## src/rtl/pe_input_pkg.sv

```systemverilog
// Shared definitions for the router input/output blocks: flit field positions,
// VC and direction encodings, and the one-entry buffer state.
package pe_input_pkg;

  localparam int FLIT_W  = 64;
  localparam int VC_BIT  = 63;
  localparam int DIR_BIT = 62;

  typedef enum logic {
    VC_EVEN = 1'b0,
    VC_ODD  = 1'b1
  } vc_e;

  typedef enum logic {
    DIR_CW  = 1'b0,
    DIR_CCW = 1'b1
  } dir_e;

  typedef enum logic {
    EMPTY = 1'b0,
    FULL  = 1'b1
  } buf_state_e;

  // A VC may drain only in the phase whose polarity equals its own encoding.
  function automatic logic phase_ok(input vc_e vc, input logic polarity);
    return polarity == logic'(vc);
  endfunction

endpackage

```

## src/rtl/pe_input_vc.sv

```systemverilog
// One-entry virtual-channel buffer: captures a flit, requests the cw or ccw
// arbiter while its phase is active, and empties on the matching grant.
module pe_input_vc
  import pe_input_pkg::*;
#(
  parameter int DATA_WIDTH = FLIT_W
) (
  input  logic                  clk,
  input  logic                  rst,
  input  logic                  load,
  input  logic [DATA_WIDTH-1:0] din,
  input  logic                  din_dir,
  input  logic                  phase_ok,
  input  logic                  grant_cw,
  input  logic                  grant_ccw,
  output logic                  request_cw,
  output logic                  request_ccw,
  output logic [DATA_WIDTH-1:0] data_out,
  output buf_state_e            state_next
);

  buf_state_e            state_q, state_d;
  logic [DATA_WIDTH-1:0] data_q, data_d;
  dir_e                  dir_q, dir_d;

  always_comb begin
    state_d     = state_q;
    data_d      = data_q;
    dir_d       = dir_q;
    request_cw  = 1'b0;
    request_ccw = 1'b0;
    case (state_q)
      EMPTY: begin
        if (load) begin
          state_d = FULL;
          data_d  = din;
          dir_d   = dir_e'(din_dir);
        end
      end
      FULL: begin
        request_cw  = (dir_q == DIR_CW)  && phase_ok;
        request_ccw = (dir_q == DIR_CCW) && phase_ok;
        // Only a grant answering the live request frees the entry.
        if ((request_cw && grant_cw) || (request_ccw && grant_ccw)) begin
          state_d = EMPTY;
        end
      end
      default: state_d = EMPTY;
    endcase
  end

  always_ff @(posedge clk) begin
    if (!rst) begin
      state_q <= EMPTY;
      data_q  <= '0;
      dir_q   <= DIR_CW;
    end else begin
      state_q <= state_d;
      data_q  <= data_d;
      dir_q   <= dir_d;
    end
  end

  assign data_out   = data_q;
  assign state_next = state_d;

endmodule

```

## src/rtl/pe_input.sv

```systemverilog
// Router-side receiver for the PE injection port: steers each accepted flit to
// the even or odd VC buffer and allows a single outstanding injection.
module pe_input
  import pe_input_pkg::*;
#(
  parameter int DATA_WIDTH = pe_input_pkg::FLIT_W,
  parameter int VC_BIT     = pe_input_pkg::VC_BIT,
  parameter int DIR_BIT    = pe_input_pkg::DIR_BIT
) (
  input  logic                  clk,
  input  logic                  rst,
  input  logic                  pesi,
  output logic                  peri,
  input  logic [DATA_WIDTH-1:0] pedi,
  input  logic                  polarity,
  output logic                  request_cw_even,
  output logic                  request_ccw_even,
  output logic                  request_cw_odd,
  output logic                  request_ccw_odd,
  input  logic                  grant_cw_even,
  input  logic                  grant_ccw_even,
  input  logic                  grant_cw_odd,
  input  logic                  grant_ccw_odd,
  output logic [DATA_WIDTH-1:0] data_out_even,
  output logic [DATA_WIDTH-1:0] data_out_odd
);

  logic       peri_q, peri_d;
  logic       accept;
  logic       load_even, load_odd;
  buf_state_e next_even, next_odd;

  assign accept    = pesi && peri_q;
  assign load_even = accept && (pedi[VC_BIT] == logic'(VC_EVEN));
  assign load_odd  = accept && (pedi[VC_BIT] == logic'(VC_ODD));

  pe_input_vc #(.DATA_WIDTH(DATA_WIDTH)) u_vc_even (
    .clk         (clk),
    .rst         (rst),
    .load        (load_even),
    .din         (pedi),
    .din_dir     (pedi[DIR_BIT]),
    .phase_ok    (phase_ok(VC_EVEN, polarity)),
    .grant_cw    (grant_cw_even),
    .grant_ccw   (grant_ccw_even),
    .request_cw  (request_cw_even),
    .request_ccw (request_ccw_even),
    .data_out    (data_out_even),
    .state_next  (next_even)
  );

  pe_input_vc #(.DATA_WIDTH(DATA_WIDTH)) u_vc_odd (
    .clk         (clk),
    .rst         (rst),
    .load        (load_odd),
    .din         (pedi),
    .din_dir     (pedi[DIR_BIT]),
    .phase_ok    (phase_ok(VC_ODD, polarity)),
    .grant_cw    (grant_cw_odd),
    .grant_ccw   (grant_ccw_odd),
    .request_cw  (request_cw_odd),
    .request_ccw (request_ccw_odd),
    .data_out    (data_out_odd),
    .state_next  (next_odd)
  );

  // Ready only while both buffers will be empty: one flit in flight at a time.
  always_comb begin
    peri_d = (next_even == EMPTY) && (next_odd == EMPTY);
  end

  always_ff @(posedge clk) begin
    if (!rst) begin
      peri_q <= 1'b0;
    end else begin
      peri_q <= peri_d;
    end
  end

  assign peri = peri_q;

endmodule
```

## config.mk

```make
export PLATFORM = sky130hd
export DESIGN_NAME = pe_input
export DESIGN_NICKNAME = d
export VERILOG_FILES = /design/src/rtl/pe_input_pkg.sv /design/src/rtl/pe_input_vc.sv /design/src/rtl/pe_input.sv
export SDC_FILE = /design/constraint.sdc
export NUM_CORES = 1
export LEC_CHECK = 0
export CORE_MARGIN = 3
export CORE_UTILIZATION = 38
export DETAILED_ROUTE_END_ITERATION = 8
export GPL_ROUTABILITY_DRIVEN = 0
export PLACE_DENSITY_LB_ADDON = 0.15
export REMOVE_ABC_BUFFERS = 1
export SKIP_LAST_GASP = 1
export SLEW_MARGIN = 20
export SYNTH_ARGS = -nofsm -noshare
export SYNTH_HDL_FRONTEND = slang
export SYNTH_SLANG_ARGS = --single-unit
```

## constraint.sdc

```tcl
create_clock -name clk -period 1.27 [get_ports clk]
set_clock_uncertainty 0.2 [all_clocks]
set_input_delay 0.254 -clock clk [delete_from_list [all_inputs] [get_ports clk]]
set_output_delay 0.254 -clock clk [all_outputs]
set_load 0.1 [all_outputs]
```

==> Flow_metrics.wiki, run 1 <==
{| class="wikitable"
! Metric !! Value
|-
| Compound-Gate Fraction of Synth Area || 19.9%
|-
| CTS Buffer Depth || 2
|-
| Synth Area in Simple Gates || 21.4%
|-
| Warning count from the yosys run || 0
|-
| Die width || between 100 and 150 um
|-
| Chip Height || 120 um
|-
| Average cell area after synthesis || roughly 8.6 um2
|-
| Stop err || [ERROR DPL-0038] Utilization greater than 100%, impossible to legalize
|-
| Part of the Yosys area used for sequential elements || between 50% and 60%
|-
| H-tree lvl count || 4
|-
| Step where the flow halted || global routing (5_1_grt)
|-
| Effective utilization at floorplan || 39.9%
|-
| Number of distinct library cell variants in the gate-level netlist after synthesis || 23
|-
| Cell Rows || 40
|-
| Xor/xnor cell area share of the yosys netlist || 0%
|-
| Cell count after synthesis || about 570
|-
| Post-synthesis mux area share || 0.408%
|-
| Number of buffers inserted during clock tree synthesis || 17
|-
| Endpoint with the least setup slack after the last global-route repair || request_cw_even
|-
| Pin category terminating the worst setup path after the last repair || top-level output
|-
| Clock Sinks || about 130
|-
| Adder-cell area share of the yosys netlist || 0%
|-
| Pin count of the biggest net entering global routing || 64
|-
| IO Count || about 210
|-
| Result of the run || stopped before the end
|-
| Yosys reg bits || 131
|-
| Detailed placer's ending HPWL || 11.0 mm
|-
| Placement Cell Area || roughly 0.0086 mm2
|-
| Post-Place Worst Slack || -0.648 ns
|-
| Clk Tree Root Cell || clkbuf_16
|-
| Syn Std Cell Area || 0.00491 mm2
|-
| Count of input and output buffers || between 200 and 250
|-
| Main combinational cell family by area after synthesis || simple AND/OR/NAND/NOR gates
|}
kinds of logic after synthesis:
group           Yosys count
buf+inv                  43
simple gates            265
flops                   131
compound gates          130
mux                       2
synthesized netlist by cell type:
master     number  area, um2
a211oi_2        1       12.5
a21boi_0       17        128
a21boi_1      110        826
and3_1          2       12.5
and3b_1         1       8.76
and4_1          1       8.76
and4b_1         1       10.0
and4bb_1        1       12.5
buf_1           1       3.75
buf_2          13       65.1
buf_4          14        105
buf_6           1       11.3
clkbuf_1       14       52.6
dfxtp_1       131       2620
mux2i_1         2       20.0
nand2_1       253        950
nand4b_2        1       15.0
nand4bb_1       1       11.3
nor2_1          1       3.75
nor2b_1         2       12.5
nor3b_1         1       7.51
o21a_1          1       7.51
o21ai_0         1       5.00
per-stage QoR:
step / hold slack (ns) / cells / utilization, % / setup TNS [ns]
after floorplan: 0.172 / 528 / - / -260.61
after global placement: 0.278 / 926 / 69.6 / -68.13
after detailed placement: 0.282 / 926 / 69.6 / -76.14
after CTS: 0.118 / 1064 / 91.5 / -56.37
repair_timing:
action / 4_1_cts
hold buffers: 0
cloned: 27
endpoints found under the setup margin: 263
gates resized for setup: 318
setup buffers: 82
pin swaps: 91
==> run 2: changes to the inputs <==
--- a/config.mk
+++ b/config.mk
@@ -6,7 +6,7 @@
 export NUM_CORES = 1
 export LEC_CHECK = 0
 export CORE_MARGIN = 3
-export CORE_UTILIZATION = 38
+export CORE_UTILIZATION = 40
 export DETAILED_ROUTE_END_ITERATION = 8
 export GPL_ROUTABILITY_DRIVEN = 0
 export PLACE_DENSITY_LB_ADDON = 0.15
==> constraint.sdc (replaced) <==
create_clock -name clk -period 1.65 [get_ports clk]
set_clock_uncertainty 0.2 [all_clocks]
set_input_delay 0.33 -clock clk [delete_from_list [all_inputs] [get_ports clk]]
set_output_delay 0.33 -clock clk [all_outputs]
set_load 0.1 [all_outputs]
==> Flow_metrics.wiki, run 2 <==
{| class="wikitable"
! Metric !! Value
|-
| Beginning of the worst register-to-register path || u_vc_odd.state_q$_SDFF_PN0_
|-
| Total Die Area || between 0.01 and 0.015 mm2
|-
| Slew headroom || slightly above 80%
|-
| Total routing resource utilization after global routing || between 20% and 30%
|-
| Yosys reg bits || roughly 130
|-
| Hold Path Stages || 3
|-
| Peak clock frequency supported by timing || around 560 MHz
|-
| Clock network latency to the later pin of the worst-skew pair || slightly above 0.4 ns
|-
| Cell Rows || 39
|-
| Crit-path max cell delay || about 0.60 ns
|-
| Via/cell ratio || slightly above 5
|-
| Post-Route Setup TNS || -2.18 ns
|-
| Top area cells in the synthesized netlist || dfxtp_1 (53%), nand2_1 (19%), a21boi_1 (17%), a21boi_0 (2.6%), buf_4 (2.1%)
|-
| Per-cell routed wire length || 17.7 um
|-
| Sum of overflow across all layers after global routing || 0
|-
| Number of maximum-capacitance violations || 0
|-
| Share of cells above drive strength 1 || 25.9%
|-
| Most frequent standard cell in the layout excluding fill and tap cells || nand2_1
|-
| Syn Std Cell Area || slightly below 0.005 mm2
|-
| Fraction of registers with async set or reset after synthesis || 0%
|-
| Most repeated cell in the gate-level netlist after synthesis || nand2_1
|-
| Worst Setup Slack, final || -0.138 ns
|-
| Portion of total power attributed to combinational logic || between 20% and 30%
|-
| Final setup violating endpoints || 51
|-
| Number of distinct library cell variants in the gate-level netlist after synthesis || 23
|-
| CTS tree || done
|-
| Count of input and output buffers || between 200 and 250
|-
| Post-Place Worst Slack || -0.406 ns
|-
| Floorplan core area || about 0.012 mm2
|-
| Area occupied by multi-input gates || 0.00210 mm2
|-
| Global-route wire length before repair || approximately 24 mm
|-
| Portion of total power attributed to sequential cells || a little under two fifths
|-
| Max VDD drop || between 0.0007 and 0.0008 V
|-
| Ratio of final minimum period to clock period || 108%
|-
| Final number of hold-violating endpoints || 0
|-
| Result of the run || complete, but fails checks
|-
| Kind of path behind the tightest hold check || in2reg
|-
| Register area || between 0.002 and 0.003 mm2
|-
| Int Pwr || 6.27 mW
|-
| Clock Sinks || approximately 130
|-
| H-tree lvl count || 4
|-
| Setup repair after global routing missed its margin || yes
|-
| Number of global-route vias before repair || just under 5000
|-
| Stages on worst setup path || 6
|-
| Top_reg_cell synth || dfxtp_1
|-
| Number of hold buffers added after CTS || 0
|-
| Part of the Yosys area used for sequential elements || 53.4%
|-
| Post-DRT Antenna Nets || 0
|-
| Min-delay src || rst
|-
| Number of buffers inserted during clock tree synthesis || 17
|-
| Critical path, cell by cell || clkdlybuf4s50_1 > and4b_4 > buf_12 > clkbuf_16 > nand2_1 > a21boi_1
|-
| Failing checks || setup timing
|-
| Worst hold margin || 0.227 ns
|-
| Share of the synthesized area in the top cell type || between 50% and 60%
|-
| Launch point of the critical path || pesi
|-
| Cell area power density || 953 mW/mm2
|-
| Crit-path max FO || 18
|-
| Routed Wire Length || roughly 17 mm
|-
| Post-synthesis to final-layout area growth || 89.8%
|-
| CTS Buffer Depth || 2
|-
| Clock network fraction of design power || around 39%
|-
| Slowest library cell on the worst path || clkdlybuf4s50_1
|-
| Detailed router's first-iteration violation count || 273
|-
| Pin count of the biggest net entering global routing || 74
|-
| Top cell type by total area after synthesis || dfxtp_1
|-
| Util after Layout || 79.6%
|-
| Clock transition at the register clock pins on the worst setup and hold paths after CTS || around 0.050 ns
|-
| EDFF count, synth || 0
|-
| Number of antenna violations at the first check in global routing || 0
|-
| Detailed placer's ending HPWL || about 11 mm
|-
| Final critical delay including setup and external delays || roughly 1.8 ns
|-
| Vias || roughly 4700
|-
| Nature of the critical path endpoint || register
|-
| Number of nets in the layout || 853
|-
| Data arrival time of the critical path || about 1.9 ns
|-
| Static leakage || about 3.5 nW
|-
| Startpoint kind of the worst setup timing path || input pin
|-
| Count of filler cells inserted in the layout || about 700
|-
| Average cell area after synthesis || between 8 and 9 um2
|-
| Router iterations before antenna repair || 4
|-
| Warning count from the yosys run || 0
|-
| Clk Tree Root Cell || clkbuf_16
|-
| Buffer and inverter count on the worst path || 3
|-
| Effective utilization at floorplan || between 40% and 50%
|-
| P_sw || roughly 2.6 mW
|-
| Chip Height || between 100 and 150 um
|-
| Worst Reg-to-Reg Cells || 6
|-
| Final routed DRC violation total || 0
|-
| Die width || roughly 120 um
|-
| Worst-margin pin slew || 0.267 ns
|-
| Most frequent cells in the layout || nand2_1 (253), buf_12 (146), dfxtp_1 (126)
|-
| Proportion of total power due to net switching || around 29%
|-
| Post-layout power || between 8 and 9 mW
|-
| List of most frequent post-synthesis cells || nand2_1 (253), dfxtp_1 (131), a21boi_1 (110), a21boi_0 (17)
|-
| Critical Setup Path Class || in2reg
|-
| Ant. Diodes || 0
|-
| Top cell family by delay on the critical path || buffers and inverters
|-
| IO Count || roughly 200
|-
| Cell count after synthesis || roughly 570
|-
| Worst EP required || about 1.8 ns
|-
| Count of final max-slew check failures || 0
|}
-- run 2: cell counts after synthesis --
No cell type changed its count.
-- run 2: kinds of logic after synthesis --
logic type	count (synthesis)	share of synthesized area [%]
simple gates	265	21.4
compound gates	130	19.9
flops	131	53.4
mux	2	0.408
buf+inv	43	4.84
-- run 2: path summary, 6_finish.rpt --
| path | endpoint | slack, ns |
|---|---|---|
| max | u_vc_odd.data_out[30]$_SDFFE_PN0P_ | -0.14 |
| min | u_vc_odd.data_out[23]$_SDFFE_PN0P_ | 0.23 |
| max reg2reg | u_vc_odd.data_out[30]$_SDFFE_PN0P_ | -0.11 |
| min reg2reg | u_vc_odd.data_out[24]$_SDFFE_PN0P_ | 0.29 |
-- run 2: repair_timing --
item	in CTS	in global routing
endpoints found under the setup margin	5	13
setup buffers	4	6
resized for setup	13	7
pin swaps	2	4
gates cloned	0	5
-- run 2: final cells by class --
cell class,instances,share of cell area (%)
well taps,143,1.92
clock buffers,28,5.76
flip-flops and latches,131,28.3
repair buffers,234,41.3
multi-input cells,397,22.5
clock inverters,3,0.188
-- run 2: tightest hold or removal path, cell delays in order --
cell	delay (ns)
buf_2	0.13
buf_12	0.18
a21boi_1	0.14
-- run 2: through the flow --
step | cells | area, um2
5_1_grt | 936 | 9320
4_1_cts | 925 | 9090
6_report | 936 | 9320
3_5_place_dp | 890 | 8480
3_3_place_gp | 890 | 8480
2_1_floorplan | 528 | 4670
-- run 2: metal layers --
| metal | share of wire [%] | GRT usage (%) |
|---|---|---|
| met1 | 38 | 24.4 |
| met2 | 51 | 38.9 |
| met5 | 0 | 0 |
| met3 | 9.3 | 11.3 |
| met4 | 1.8 | 9.17 |
-- run 2: power groups by stage --
stage | combinational (mW) | sequential, mW | clock (mW)
3_3_place_gp | 1.89 | 3.47 | 0
4_1_cts | 1.93 | 3.40 | 3.51
3_5_place_dp | 1.91 | 3.47 | 0
2_1_floorplan | 0.258 | 4.21 | 0
5_1_grt | 2.08 | 3.42 | 3.68
6_report | 2.00 | 3.41 | 3.48
No activity file was read; power rests on OpenSTA's default activity.
